`config.mk`:
```
export PLATFORM = sky130hd
export DESIGN_NAME = uart_rx
export DESIGN_NICKNAME = d
export VERILOG_FILES = /design/src/rtl/uart_rx.sv
export SDC_FILE = /design/constraint.sdc
export NUM_CORES = 1
export LEC_CHECK = 0
export ABC_AREA = 1
export CORE_MARGIN = 2
export CORE_UTILIZATION = 50
export CTS_BUF_LIST = sky130_fd_sc_hd__clkbuf_4
export CTS_CLUSTER_SIZE = 24
export DETAILED_ROUTE_END_ITERATION = 6
export GPL_TIMING_DRIVEN = 0
export HOLD_SLACK_MARGIN = 0.15
export PLACE_DENSITY = 0.81
export SYNTH_ARGS = -nofsm -noshare
export SYNTH_HDL_FRONTEND = slang
export SYNTH_SLANG_ARGS = --single-unit
```
`constraint.sdc`:
```
create_clock -name uart_clk -period 3.5 [get_ports uart_clk]
set_input_delay 0.7 -clock uart_clk [delete_from_list [all_inputs] [get_ports uart_clk]]
set_output_delay 0.7 -clock uart_clk [all_outputs]
set_load 0.02 [all_outputs]
```
`src/rtl/uart_rx.sv`:
```
// uart_rx: 8N1 serial receiver. One clock (uart_clk), asynchronous active-high reset.
// The line passes through a two-flop synchronizer. A falling edge seen in IDLE
// starts a frame. The start, data and stop bits are each sampled once, near the
// middle of the bit, using a down-counter that is reloaded with DIV-1 per bit.
// Optional feature: define UART_RX_DISPLAY_EN to print each received byte and
// each framing error on the simulation console.
module uart_rx #(
    parameter     NAME = "UART",
    parameter int DIV  = 50
) (
    input  logic       uart_clk,
    input  logic       uart_rst,
    input  logic       rx_data,
    output logic [7:0] rx_byte,
    output logic       rx_valid,
    output logic       rx_frame_err,
    output logic       rx_busy
);

    // Refuse to elaborate with a bit period the counter cannot express
    if (DIV < 4 || DIV > 65535) begin : g_div_check
        $error("%s: DIV must be in 4..65535", NAME);
    end

    typedef enum logic [2:0] {
        IDLE,
        START,
        DATA,
        STOP,
        WAIT_IDLE
    } state_t;

    // Counter reload values: half a bit to reach mid-start, one full bit between samples
    localparam logic [15:0] HALF_LOAD = 16'(DIV / 2 - 1);
    localparam logic [15:0] BIT_LOAD  = 16'(DIV - 1);

    state_t      state;
    state_t      state_next;
    logic        sync1;
    logic        sync2;
    logic        sync_prev;
    logic [15:0] cnt;
    logic [15:0] cnt_next;
    logic [2:0]  bit_idx;
    logic [2:0]  bit_idx_next;
    logic [7:0]  shift;
    logic [7:0]  shift_next;
    logic [7:0]  byte_next;
    logic        valid_next;
    logic        err_next;
    logic        cnt_zero;

    assign cnt_zero = (cnt == 16'd0);
    assign rx_busy  = (state != IDLE);

    // Bring the asynchronous line into the clock domain; sync_prev is the prior synchronized value for edge detection
    always_ff @(posedge uart_clk or posedge uart_rst) begin
        if (uart_rst) begin
            sync1     <= 1'b1;
            sync2     <= 1'b1;
            sync_prev <= 1'b1;
        end else begin
            sync1     <= rx_data;
            sync2     <= sync1;
            sync_prev <= sync2;
        end
    end

    // State, counters, shift register and registered output pulses
    always_ff @(posedge uart_clk or posedge uart_rst) begin
        if (uart_rst) begin
            state        <= IDLE;
            cnt          <= 16'd0;
            bit_idx      <= 3'd0;
            shift        <= 8'h00;
            rx_byte      <= 8'h00;
            rx_valid     <= 1'b0;
            rx_frame_err <= 1'b0;
        end else begin
            state        <= state_next;
            cnt          <= cnt_next;
            bit_idx      <= bit_idx_next;
            shift        <= shift_next;
            rx_byte      <= byte_next;
            rx_valid     <= valid_next;
            rx_frame_err <= err_next;
        end
    end

    // Next-state logic; outside IDLE and WAIT_IDLE the line is looked at only when the counter hits zero
    always_comb begin
        state_next   = state;
        cnt_next     = cnt;
        bit_idx_next = bit_idx;
        shift_next   = shift;
        byte_next    = rx_byte;
        valid_next   = 1'b0;
        err_next     = 1'b0;
        case (state)
            IDLE: begin
                if (!sync2 && sync_prev) begin
                    state_next = START;
                    cnt_next   = HALF_LOAD;
                end
            end
            START: begin
                if (cnt_zero) begin
                    if (!sync2) begin
                        state_next   = DATA;
                        cnt_next     = BIT_LOAD;
                        bit_idx_next = 3'd0;
                    end else begin
                        // The line went high again before mid-start, so treat the edge as a glitch
                        state_next = IDLE;
                    end
                end else begin
                    cnt_next = cnt - 16'd1;
                end
            end
            DATA: begin
                if (cnt_zero) begin
                    shift_next = {sync2, shift[7:1]};
                    cnt_next   = BIT_LOAD;
                    if (bit_idx == 3'd7) begin
                        state_next = STOP;
                    end else begin
                        bit_idx_next = bit_idx + 3'd1;
                    end
                end else begin
                    cnt_next = cnt - 16'd1;
                end
            end
            STOP: begin
                if (cnt_zero) begin
                    if (sync2) begin
                        byte_next  = shift;
                        valid_next = 1'b1;
                        state_next = IDLE;
                    end else begin
                        err_next   = 1'b1;
                        state_next = WAIT_IDLE;
                    end
                end else begin
                    cnt_next = cnt - 16'd1;
                end
            end
            WAIT_IDLE: begin
                // A held-low break stays here, so it reports only one framing error
                if (sync2) begin
                    state_next = IDLE;
                end
            end
            default: begin
                state_next = IDLE;
            end
        endcase
    end

`ifdef UART_RX_DISPLAY_EN
    // Console trace of received characters and framing errors
    always @(posedge uart_clk) begin
        if (rx_valid) begin
            $display("[%s]: %c", NAME, rx_byte);
        end
        if (rx_frame_err) begin
            $display("[%s]: framing error", NAME);
        end
    end
`endif

endmodule

```
==> metrics.md, run 1 <==
| Metric | Value |
|---|---|
| Starting Density | `a little over half` |
| Rel. slew slack | `a little over two fifths` |
| Switching share of power | `between 40% and 50%` |
| Die Y | `72.65 um` |
| TritonCTS Sinks | `43` |
| Worst R2R Setup Slack | `around 1.6 ns` |
| Hold_buf cts | `0` |
| Setup TNS | `0 ns` |
| First-pass GRT wire length | `around 7.8 mm` |
| Latest clock arrival within the worst-skew pair | `~0.37 ns` |
| RSZ-0062 raised after global routing | `no` |
| Hold Path End | `sync2` |
| Largest area contributor in the netlist | `dfrtp_1` |
| Pwr dens | `just over 700 mW/mm^2` |
| CTS tree | `yes` |
| CP startpoint kind | `flip-flop` |
| Total net switching power | `slightly below 0.0009 W` |
| Place WS | `about 1.6 ns` |
| Worst Tran Pin Value | `~0.86 ns` |
| Worst R2R Path Depth | `8` |
| DRC Markers | `0` |
| Maximum vdd drop | `~0.32 mV` |
| Initial antenna violation count | `0` |
| Hold Path Depth | `0` |
| Top cells by area, synth | `dfrtp_1 (42%), nand2_1 (15%), nor2_1 (5.6%), inv_1 (4.1%), nand3_1 (3.8%)` |
| Post_cts resized | `0` |
| Worst EP arrival | `~1.6 ns` |
| Main flop type after synthesis | `dfrtp_1` |
| GPL Wtd Cong | `about 0.90` |
| Layout cells sized above 1 | `approximately 16%` |
| Drt first pass iters | `4` |
| Final WS setup | `1.203 ns` |
| Register area | `0.001080 sq mm` |
| Nets | `between 300 and 400` |
| Logic pwr share | `50.2%` |
| Reg-to-reg endpoint | `cnt[8]` |
| Final Hold Vio Count | `0` |
| Largest net degree at the start of global routing | `44` |
| CORE AREA | `between 0.004 and 0.005 sq mm` |
| TritonCTS buffer count | `5` |
| Mean post-synth cell area | `about 7.9 sq um` |
| Outcome | `complete, no violations` |
| Largest fanout on the critical path | `3` |
| Internal cell power | `roughly 0.001 W` |
| Post-Synthesis Net Count | `about 300` |
| Max Freq | `0.4354 GHz` |
| Hold Crit Class | `reg2reg` |
| Routed len/inst | `12.19 um` |
| Clock skew | `roughly 0.012 ns` |
| Clock Tree Root | `clkbuf_4` |
| I/O pins | `14` |
| Slew Limit Fails | `0` |
| Total number of vias | `1881` |
| HPWL Detailed | `3.396 mm` |
| Routed Antenna Nets | `0` |
| Cell variety after synth | `30` |
| Synth async-reset ratio | `100.0%` |
| Sequential share of power | `36.1%` |
| I/O Buffers | `13` |
| Register area share after synthesis | `45.83%` |
| Post-synth EDFFs | `0` |
| Multi-input logic area | `0.001095 sq mm` |
| Starting DRT DRC Count | `66` |
| Synth Register Bits | `43` |
| Final setup vio count | `0` |
| Grt ovf | `0` |
| WS Path Type | `reg2out` |
| Die ar. | `around 0.0053 sq mm` |
| Vias in the first global route | `approximately 1800` |
| Num rows | `24` |
| Setup repair bufs after CTS | `0` |
| Yosys top cell area share | `between 40% and 50%` |
| CP endpoint kind | `output pin` |
| GRT Resource Usage Total | `about a fifth` |
| Clock network fraction of design power | `between 10 and 15%` |
| CP Data Required Time | `2.80 ns` |
| Post-synthesis cell count | `roughly 300` |
| Depth of the CTS H-tree | `2` |
| Area Growth Syn to Fin | `10.89%` |
| CTS Buffer Depth | `2` |
| Die X | `a little over 70 um` |
| Max Cap Viol | `0` |
| Synth Warn # | `0` |
| Synth Cell Area | `approximately 0.0024 sq mm` |
| Reg clk slew, reported paths | `approximately 0.13 ns` |
| N_diodes | `0` |
| Fin crit share | `roughly two thirds` |
| Final wirelength | `4.511 mm` |
| FILL cells | `411` |
| Leakage power | `~1.3 nW` |
| Final min period | `~2.3 ns` |
| Via density | `5.084` |
| Reg-to-reg startpoint | `cnt[0]` |
| Min-Delay Startpoint | `sync1` |
-- synthesized netlist by cell type, drive strengths merged (3+ instances only) --
cell type,count
ha,4
dfrtp,40
nand4,4
nand2,99
o21ai,27
inv,34
dfstp,3
buf,4
nand3,20
nor2,41
nor3,3
o21bai,4
xor2,4
a21oi,5
-- kinds of logic (layout without fill, tap and decap cells) --
kind of cell             count (synthesis)  count (layout)  synth area share [%]
AND/OR/NAND/NOR                        169             169                 32.24
buffers and inverters                   39              60                 7.700
adder cells (fa/ha/maj)                  4               4                 2.124
flip-flops                              43              43                 45.83
AO/OA/AOI/OAI                           38              38                 10.62
XOR/XNOR                                 4               4                 1.487
-- metal layers --
metal  GRT usage, %  routed length [um]  up-vias
met5              0                   0        -
met4          7.819                  74        0
met3          3.315                  96        9
met2          30.71                2177       18
met1          25.09                2162      876
li1               -                   -      978
-- per-stage QoR --
step                      instance area [sq um]  hold WS (ns)  total power [W]  util (%)  instances
final                                      2613        0.3684         0.001874     58.78        370
after global routing                       2613        0.3751         0.002043     58.78        370
after CTS                                  2613        0.3695         0.001886     58.78        370
after detailed placement                   2551        0.3506         0.001625     57.40        362
after global placement                     2551        0.3457         0.001592     57.40        362
after floorplan                            2356        0.3452         0.001429         -        297
-- registers in the layout, indices dropped and copies added, names as in the netlist --
name,cells
rx_byte,8
sync1,1
cnt,16
sync2,1
rx_frame_err,1
rx_valid,1
sync_prev,1
shift,8
bit_idx,3
state,3
-- worst max-delay path, cell delays in order, from the launching register on --
cell and delay [ns]:
dfrtp_1 0.44, nor2_1 0.18, nand2_1 0.09, clkdlybuf4s50_1 0.54
-- how the worst max path moves through the flow --
| stage | startpoint | endpoint | slack (ns) | cells past startpoint |
|---|---|---|---|---|
| 2_1_floorplan | uart_rst | bit_idx[0] | 1.80 | 1 |
| 3_3_place_gp | uart_rst | state[1] | 0.91 | 2 |
| 3_5_place_dp | state[2] | rx_busy | 1.61 | 3 |
| 4_1_cts | state[2] | rx_busy | 1.19 | 3 |
| 5_1_grt | state[2] | rx_busy | 1.13 | 3 |
| 6_report | state[2] | rx_busy | 1.20 | 3 |
-- final cells by class --
type | instances | area share (%)
flip-flops and latches | 43 | 41.33
plain buffers | 4 | 1.724
inverters | 35 | 5.220
well taps | 52 | 2.490
clock buffers | 5 | 1.437
repair buffers | 13 | 4.981
multi-input cells | 215 | 41.91
clock inverters | 3 | 0.9100
-- placed cells by master (no fill, tap or decap) --
cell type	instances
o21ai_1	12
o21ai_2	10
inv_2	7
a21oi_1	3
dfstp_2	3
clkinvlp_4	2
a21oi_2	2
o21ai_0	5
clkbuf_4	5
and2_1	1
ha_1	4
inv_1	25
nand2_4	3
o21bai_1	4
xor2_1	4
clkinv_1	1
nor3_1	3
nand3_2	1
nand2_1	92
inv_6	1
nand2_2	4
o31ai_1	1
nand3b_1	1
clkdlybuf4s50_1	13
nand4_1	4
inv_4	2
nand3_4	1
nor2_1	35
nor2_2	3
buf_6	4
nor2_4	3
o211ai_1	1
dfrtp_1	40
nand3_1	18
-- power by group through the flow --
stage	combinational (W)	sequential (W)	clock, W
6_report	0.000941	0.000676	0.000258
3_5_place_dp	0.000941	0.000684	0
5_1_grt	0.00107	0.000689	0.000286
4_1_cts	0.000943	0.000675	0.000268
3_3_place_gp	0.000911	0.000681	0
2_1_floorplan	0.000766	0.000663	0
Note: power is estimated with default switching activity, not from simulation.
==> run 2: changes to the inputs <==
Clock period 3.5 ns to 2.4 ns, I/O delays scaled along.
==> results of run 2 <==
Same layout as run 1 (identical final DEF). Status: complete, no violations.
Main changes from that run: setup slack after placement 1.607 ns -> 0.5068 ns; setup slack after layout 1.203 ns -> 0.3232 ns; register-to-register setup slack 1.57 ns -> 0.47 ns; total power 0.001874 W -> 0.002733 W; worst IR drop on VDD 0.3200 mV -> 0.4666 mV
